`src/rtl/pin_scan_uart.sv`:
```
// rtl/pin_scan_uart.sv - board pin scanner that announces each pin index over UART 8N1
// Optional macro PIN_SCAN_HOLD_EN adds hold_i, which freezes the dwell countdown.
`timescale 1ns/1ps
module pin_scan_uart #(
  parameter int CLK_FREQ      = 25000000,
  parameter int BAUDRATE      = 9600,
  parameter int NUM_PINS      = 8,
  parameter int DWELL_CYCLES  = 25000000,
  parameter int TOGGLE_CYCLES = 1250000
) (
  input  logic                clk_i,
  input  logic                rst_i,
`ifdef PIN_SCAN_HOLD_EN
  input  logic                hold_i,
`endif
  input  logic                enable_i,
  output logic [NUM_PINS-1:0] pins_o,
  output logic                tx_o,
  output logic                led_o,
  output logic                busy_o,
  output logic [6:0]          idx_o
);

  localparam int BAUD_DIV = CLK_FREQ / BAUDRATE;
  localparam int BAUD_W   = $clog2(BAUD_DIV);
  localparam int DWELL_W  = (DWELL_CYCLES > 1) ? $clog2(DWELL_CYCLES) : 1;
  localparam int TOG_W    = (TOGGLE_CYCLES > 1) ? $clog2(TOGGLE_CYCLES) : 1;
  localparam logic [BAUD_W-1:0]  BAUD_LAST  = BAUD_W'(BAUD_DIV - 1);
  localparam logic [DWELL_W-1:0] DWELL_LAST = DWELL_W'(DWELL_CYCLES - 1);
  localparam logic [TOG_W-1:0]   TOG_LAST   = TOG_W'(TOGGLE_CYCLES - 1);
  localparam logic [6:0]         IDX_LAST   = 7'(NUM_PINS - 1);

  typedef enum logic [1:0] {S_IDLE, S_SEND, S_DWELL} state_t;

  state_t               r_state, w_next_state;
  logic [BAUD_W-1:0]    r_baud;
  logic [3:0]           r_bit;
  logic [1:0]           r_byte;
  logic [DWELL_W-1:0]   r_dwell;
  logic [TOG_W-1:0]     r_tog;
  logic [NUM_PINS-1:0]  r_pins;
  logic                 r_tx, r_led, r_busy;
  logic [6:0]           r_idx;

  logic                 w_hold, w_send_done, w_dwell_done, w_start, w_tog_hit;
  logic [6:0]           w_tens, w_units;
  logic [7:0]           w_char;
  logic [NUM_PINS-1:0]  w_pin_mask;

`ifdef PIN_SCAN_HOLD_EN
  assign w_hold = hold_i;
`else
  assign w_hold = 1'b0;
`endif

  assign w_send_done  = (r_baud == BAUD_LAST) && (r_bit == 4'd9) && (r_byte == 2'd3);
  assign w_dwell_done = (r_dwell == DWELL_LAST) && !w_hold;
  assign w_tog_hit    = (r_tog == TOG_LAST);
  assign w_tens       = r_idx / 7'd10;
  assign w_units      = r_idx % 7'd10;
  assign w_pin_mask   = NUM_PINS'(1) << r_idx;

  always_comb begin
    w_char = 8'h0A;
    case (r_byte)
      2'd0:    w_char = 8'h30 | {1'b0, w_tens};
      2'd1:    w_char = 8'h30 | {1'b0, w_units};
      2'd2:    w_char = 8'h0D;
      default: w_char = 8'h0A;
    endcase
  end

  always_ff @(posedge clk_i) begin
    if (rst_i) r_state <= S_IDLE;
    else       r_state <= w_next_state;
  end

  always_comb begin
    w_next_state = r_state;
    w_start      = 1'b0;
    case (r_state)
      S_IDLE:  if (enable_i) begin
                 w_next_state = S_SEND;
                 w_start      = 1'b1;
               end
      S_SEND:  if (w_send_done) w_next_state = S_DWELL;
      S_DWELL: if (w_dwell_done) begin
                 w_next_state = enable_i ? S_SEND : S_IDLE;
                 w_start      = enable_i;
               end
      default: w_next_state = S_IDLE;
    endcase
  end

  always_ff @(posedge clk_i) begin
    if (rst_i) begin
      r_baud  <= '0;
      r_bit   <= '0;
      r_byte  <= '0;
      r_dwell <= '0;
      r_tog   <= '0;
      r_pins  <= '0;
      r_tx    <= 1'b1;
      r_led   <= 1'b0;
      r_busy  <= 1'b0;
      r_idx   <= '0;
    end else begin
      r_busy <= (w_next_state != S_IDLE);
      if (r_state != S_IDLE) begin
        if (w_tog_hit) begin
          r_tog  <= '0;
          r_pins <= r_pins ^ w_pin_mask;
        end else begin
          r_tog <= r_tog + 1'b1;
        end
      end
      if (r_state == S_SEND) begin
        if (r_baud == BAUD_LAST) begin
          r_baud <= '0;
          if (r_bit == 4'd9) begin
            // Next byte's start bit follows the stop bit directly; after byte 3 the line idles high.
            r_bit   <= '0;
            r_byte  <= r_byte + 1'b1;
            r_tx    <= w_send_done;
            r_dwell <= '0;
          end else begin
            r_bit <= r_bit + 1'b1;
            r_tx  <= (r_bit == 4'd8) ? 1'b1 : w_char[r_bit[2:0]];
          end
        end else begin
          r_baud <= r_baud + 1'b1;
        end
      end
      if ((r_state == S_DWELL) && !w_hold) r_dwell <= r_dwell + 1'b1;
      if ((r_state == S_DWELL) && w_dwell_done) begin
        r_idx  <= (r_idx == IDX_LAST) ? 7'd0 : r_idx + 1'b1;
        r_led  <= ~r_led;
        r_pins <= '0;
      end
      if (w_start) begin
        r_tx   <= 1'b0;
        r_baud <= '0;
        r_bit  <= '0;
        r_byte <= '0;
        r_tog  <= '0;
        r_pins <= '0;
      end
    end
  end

  assign pins_o = r_pins;
  assign tx_o   = r_tx;
  assign led_o  = r_led;
  assign busy_o = r_busy;
  assign idx_o  = r_idx;

endmodule

```
`config.mk`:
```
export PLATFORM = sky130hd
export DESIGN_NAME = pin_scan_uart
export DESIGN_NICKNAME = d
export VERILOG_FILES = /design/src/rtl/pin_scan_uart.sv
export SDC_FILE = /design/constraint.sdc
export NUM_CORES = 1
export LEC_CHECK = 0
export CAP_MARGIN = 5
export CORE_ASPECT_RATIO = 0.6
export CORE_MARGIN = 5
export CORE_UTILIZATION = 59
export CTS_CLUSTER_SIZE = 12
export DETAILED_ROUTE_END_ITERATION = 16
export PLACE_DENSITY = 0.79
export SLEW_MARGIN = 0
export SYNTH_ARGS = -nofsm -noshare
export SYNTH_HDL_FRONTEND = slang
export SYNTH_SLANG_ARGS = --single-unit
```
`constraint.sdc`:
```
create_clock -name clk_i -period 4.6 [get_ports clk_i]
set_clock_uncertainty 0.1 [all_clocks]
set_input_delay 1.15 -clock clk_i [delete_from_list [all_inputs] [get_ports clk_i]]
set_output_delay 1.15 -clock clk_i [all_outputs]
set_load 0.01 [all_outputs]
```
==> results of run 1 <==
## worst max-delay path, cell delays in order (launching register included)
cell      delay, ns
dfxtp_1        0.59
ha_1           0.32
o21ai_0        0.19
xnor2_1        0.66
o21ai_0        0.26
a221oi_1       0.59
ha_1           0.30
o221ai_1       0.12
a31o_2         0.28
o21ai_0        0.12
a21oi_1        0.11
o31a_1         0.29
## cells by family (layout without fill, tap and decap cells)
| family | Yosys count | after routing |
|---|---|---|
| compound gates | 85 | 85 |
| xor+xnor | 67 | 67 |
| fa+ha+maj | 22 | 22 |
| buf+inv | 38 | 54 |
| flops | 84 | 84 |
| mux | 6 | 6 |
| simple gates | 264 | 264 |
## synth_stat cells, types with 5 or more instances
master	number
xnor2_1	27
xor2_1	40
nor4_1	6
ha_1	20
or3_1	5
and3_1	15
dfxtp_1	84
inv_1	19
nand2_1	44
clkbuf_1	18
o21ai_0	18
and2_1	6
nor2b_1	9
nand4_1	18
o22ai_1	5
nor2_1	102
nor3_1	11
nand3_1	25
a21oi_1	25
## stage by stage
step / hold slack (ns) / instances / total power, mW
6_report: 0.3978 / 690 / 1.506
5_1_grt: 0.4297 / 690 / 1.563
4_1_cts: 0.3987 / 690 / 1.516
3_5_place_dp: 0.3906 / 676 / 0.8023
3_3_place_gp: 0.3636 / 676 / 0.8016
2_1_floorplan: 0.3533 / 566 / 0.7853
## sequential cells by signal, summed over array words and instances (netlist names), 2 cells and up
register  count
r_dwell      25
r_tog        21
r_baud       12
pins_o        8
idx_o         7
r_bit         4
r_byte        2
r_state       2
## metal layers
layer / wire length (µm) / GRT usage [%] / up-vias
met5: 0 / 0 / -
met4: 139 / 6.557 / 0
li1: - / - / 1992
met1: 5056 / 32.35 / 1861
met3: 840 / 6.767 / 19
met2: 4473 / 34.86 / 137
## power by group
group | leakage, nW | switching [mW] | total [mW] | internal, mW
registers | 0.677 | 0.00297 | 0.735 | 0.732
clock network | 0.145 | 0.276 | 0.719 | 0.443
logic | 1.01 | 0.0342 | 0.0521 | 0.0179
total | 1.84 | 0.313 | 1.51 | 1.19
## path summary, 6_finish.rpt
path,endpoint,depth (start not counted)
setup / recovery,tx_o,11
hold / removal,r_dwell[5],2
setup reg to reg,tx_o,11
hold reg to reg,r_dwell[5],2
## layout make-up
| class | instances | area [µm²] | share of cell area (%) |
|---|---|---|---|
| repair buffers | 21 | 207.7 | 4.011 |
| clock inverters | 2 | 35.03 | 0.6765 |
| multi-input cells | 444 | 2791 | 53.90 |
| inverters | 19 | 71.32 | 1.377 |
| clock buffers | 12 | 256.5 | 4.953 |
| well taps | 108 | 135.1 | 2.609 |
| flip-flops and latches | 84 | 1682 | 32.47 |
==> results.json, run 1 <==
{
  "cts_sinks": 84,
  "synth_xor_xnor_area_share_pct": 12.72,
  "io_pins": 21,
  "synth_top_family_by_area": "simple AND/OR/NAND/NOR gates",
  "hp-class": "reg2reg",
  "drive_gt1_share_pct": 4.467,
  "die_area_um2": 9743,
  "yosys_warnings": 0,
  "postCtsHoldBufs": 0,
  "place_ws_ns": 0.7424,
  "finish.utilization_pct": 66.76,
  "synth_top_area_share_pct": 36.46,
  "netlist_area_um2": 4612,
  "fp.dieW_um": 124.1,
  "worst_pin_slew_ns": 1.073,
  "gp_congestion": 0.9069,
  "r2r_start": "idx_o[4]",
  "syn_area_per_cell_um2": 8.148,
  "crit_start": "idx_o[4]",
  "fin_area_um2": 5179,
  "detail-route-antenna-nets": 0,
  "nNetsFinal": 602,
  "ctsResizeCount": 0,
  "synth_compound_area_share_pct": 12.13,
  "p_leak_nw": 1.836,
  "crit_fanout": 13,
  "antenna_found_initial": 0,
  "min_period_ns": 4.042,
  "layout.cells.most_common": "nor2_1",
  "max-cap-violations": 0,
  "hold_violations": 0,
  "via_per_inst": 5.810,
  "worstSetupPathType": "reg2reg",
  "ys_types": 63,
  "hpwl_mm": 7.395,
  "synth_simple_gate_area_share_pct": 28.35,
  "clk_pin_slew_ns": 0.06,
  "synth.mux.area_fraction_pct": 1.356,
  "nFillCells": 669,
  "wirelength_mm": 10.51,
  "ff2ff_setup_slack_ns": 0.56,
  "critical_path.endpoint_type": "flip-flop",
  "ir_drop_mv": 0.2375,
  "grt_pass1_vias": 3773,
  "wl_per_cell_um": 15.23,
  "firstDrtPassIters": 5,
  "cp.arrival_ns": 4.17,
  "post_dp_cell_area_um2": 4887,
  "layout-area-overhead-vs-synth_pct": 12.29,
  "row_count": 25,
  "post_cts_buffers": 0,
  "postSynthCellCount": 566,
  "die_y_um": 78.49,
  "dr.first_iter.drc_count": 483,
  "cts_tree": "yes",
  "antenna_cells": 0,
  "ys_ff_latch": 84,
  "core_area_um2": 7757,
  "synth_nets": 589,
  "grt_pass1_wl_mm": 18.15,
  "drc": 0,
  "startpoint_type": "flip-flop",
  "synth_flop_cell": "dfxtp_1",
  "htreeDepth": 3,
  "numCtsBuffers": 9,
  "tns_ns": 0,
  "status": "finished clean",
  "io_buffers": 20,
  "cts_max_path_buffers": 2,
  "synth_edf_count": 0,
  "drv_slew": 0,
  "period_share_pct": 87.88,
  "slew_headroom_pct": 27.79,
  "grt_max_degree": 24,
  "mostFrequentLayoutCells": "nor2_1, dfxtp_1, nand2_1",
  "synth_top_cell_by_area": "dfxtp_1",
  "grt.total_usage_pct": 23.23,
  "dr_total_vias": 4009,
  "clockRootBuffer": "clkbuf_16",
  "async_flop_share_pct": 0,
  "powerDensity_nw_per_um2": 290.7,
  "yosys.area_share.adder_pct": 5.860,
  "yosysSeqAreaShare_pct": 36.46,
  "min_from": "r_dwell[5]",
  "clock_latency_ns": 0.34,
  "grt_overflow_total": 0,
  "initial_core_util_pct": 59.45,
  "synthTopCellsByArea": "dfxtp_1, nor2_1, xor2_1, ha_1, xnor2_1",
  "setup_ws_ns": 0.5576,
  "fmax_ghz": 0.2474,
  "setup_viol": 0,
  "rsz0062_at_grt": "false",
  "critPathRequiredTime_ns": 4.73
}
(Power assumes the default switching activity.)
==> run 2: changes to the inputs <==
Settings changed: SKIP_CTS_REPAIR_TIMING set to 1.
==> results of run 2 <==
The final DEF is identical to that of run 1; final timing and power are the same.
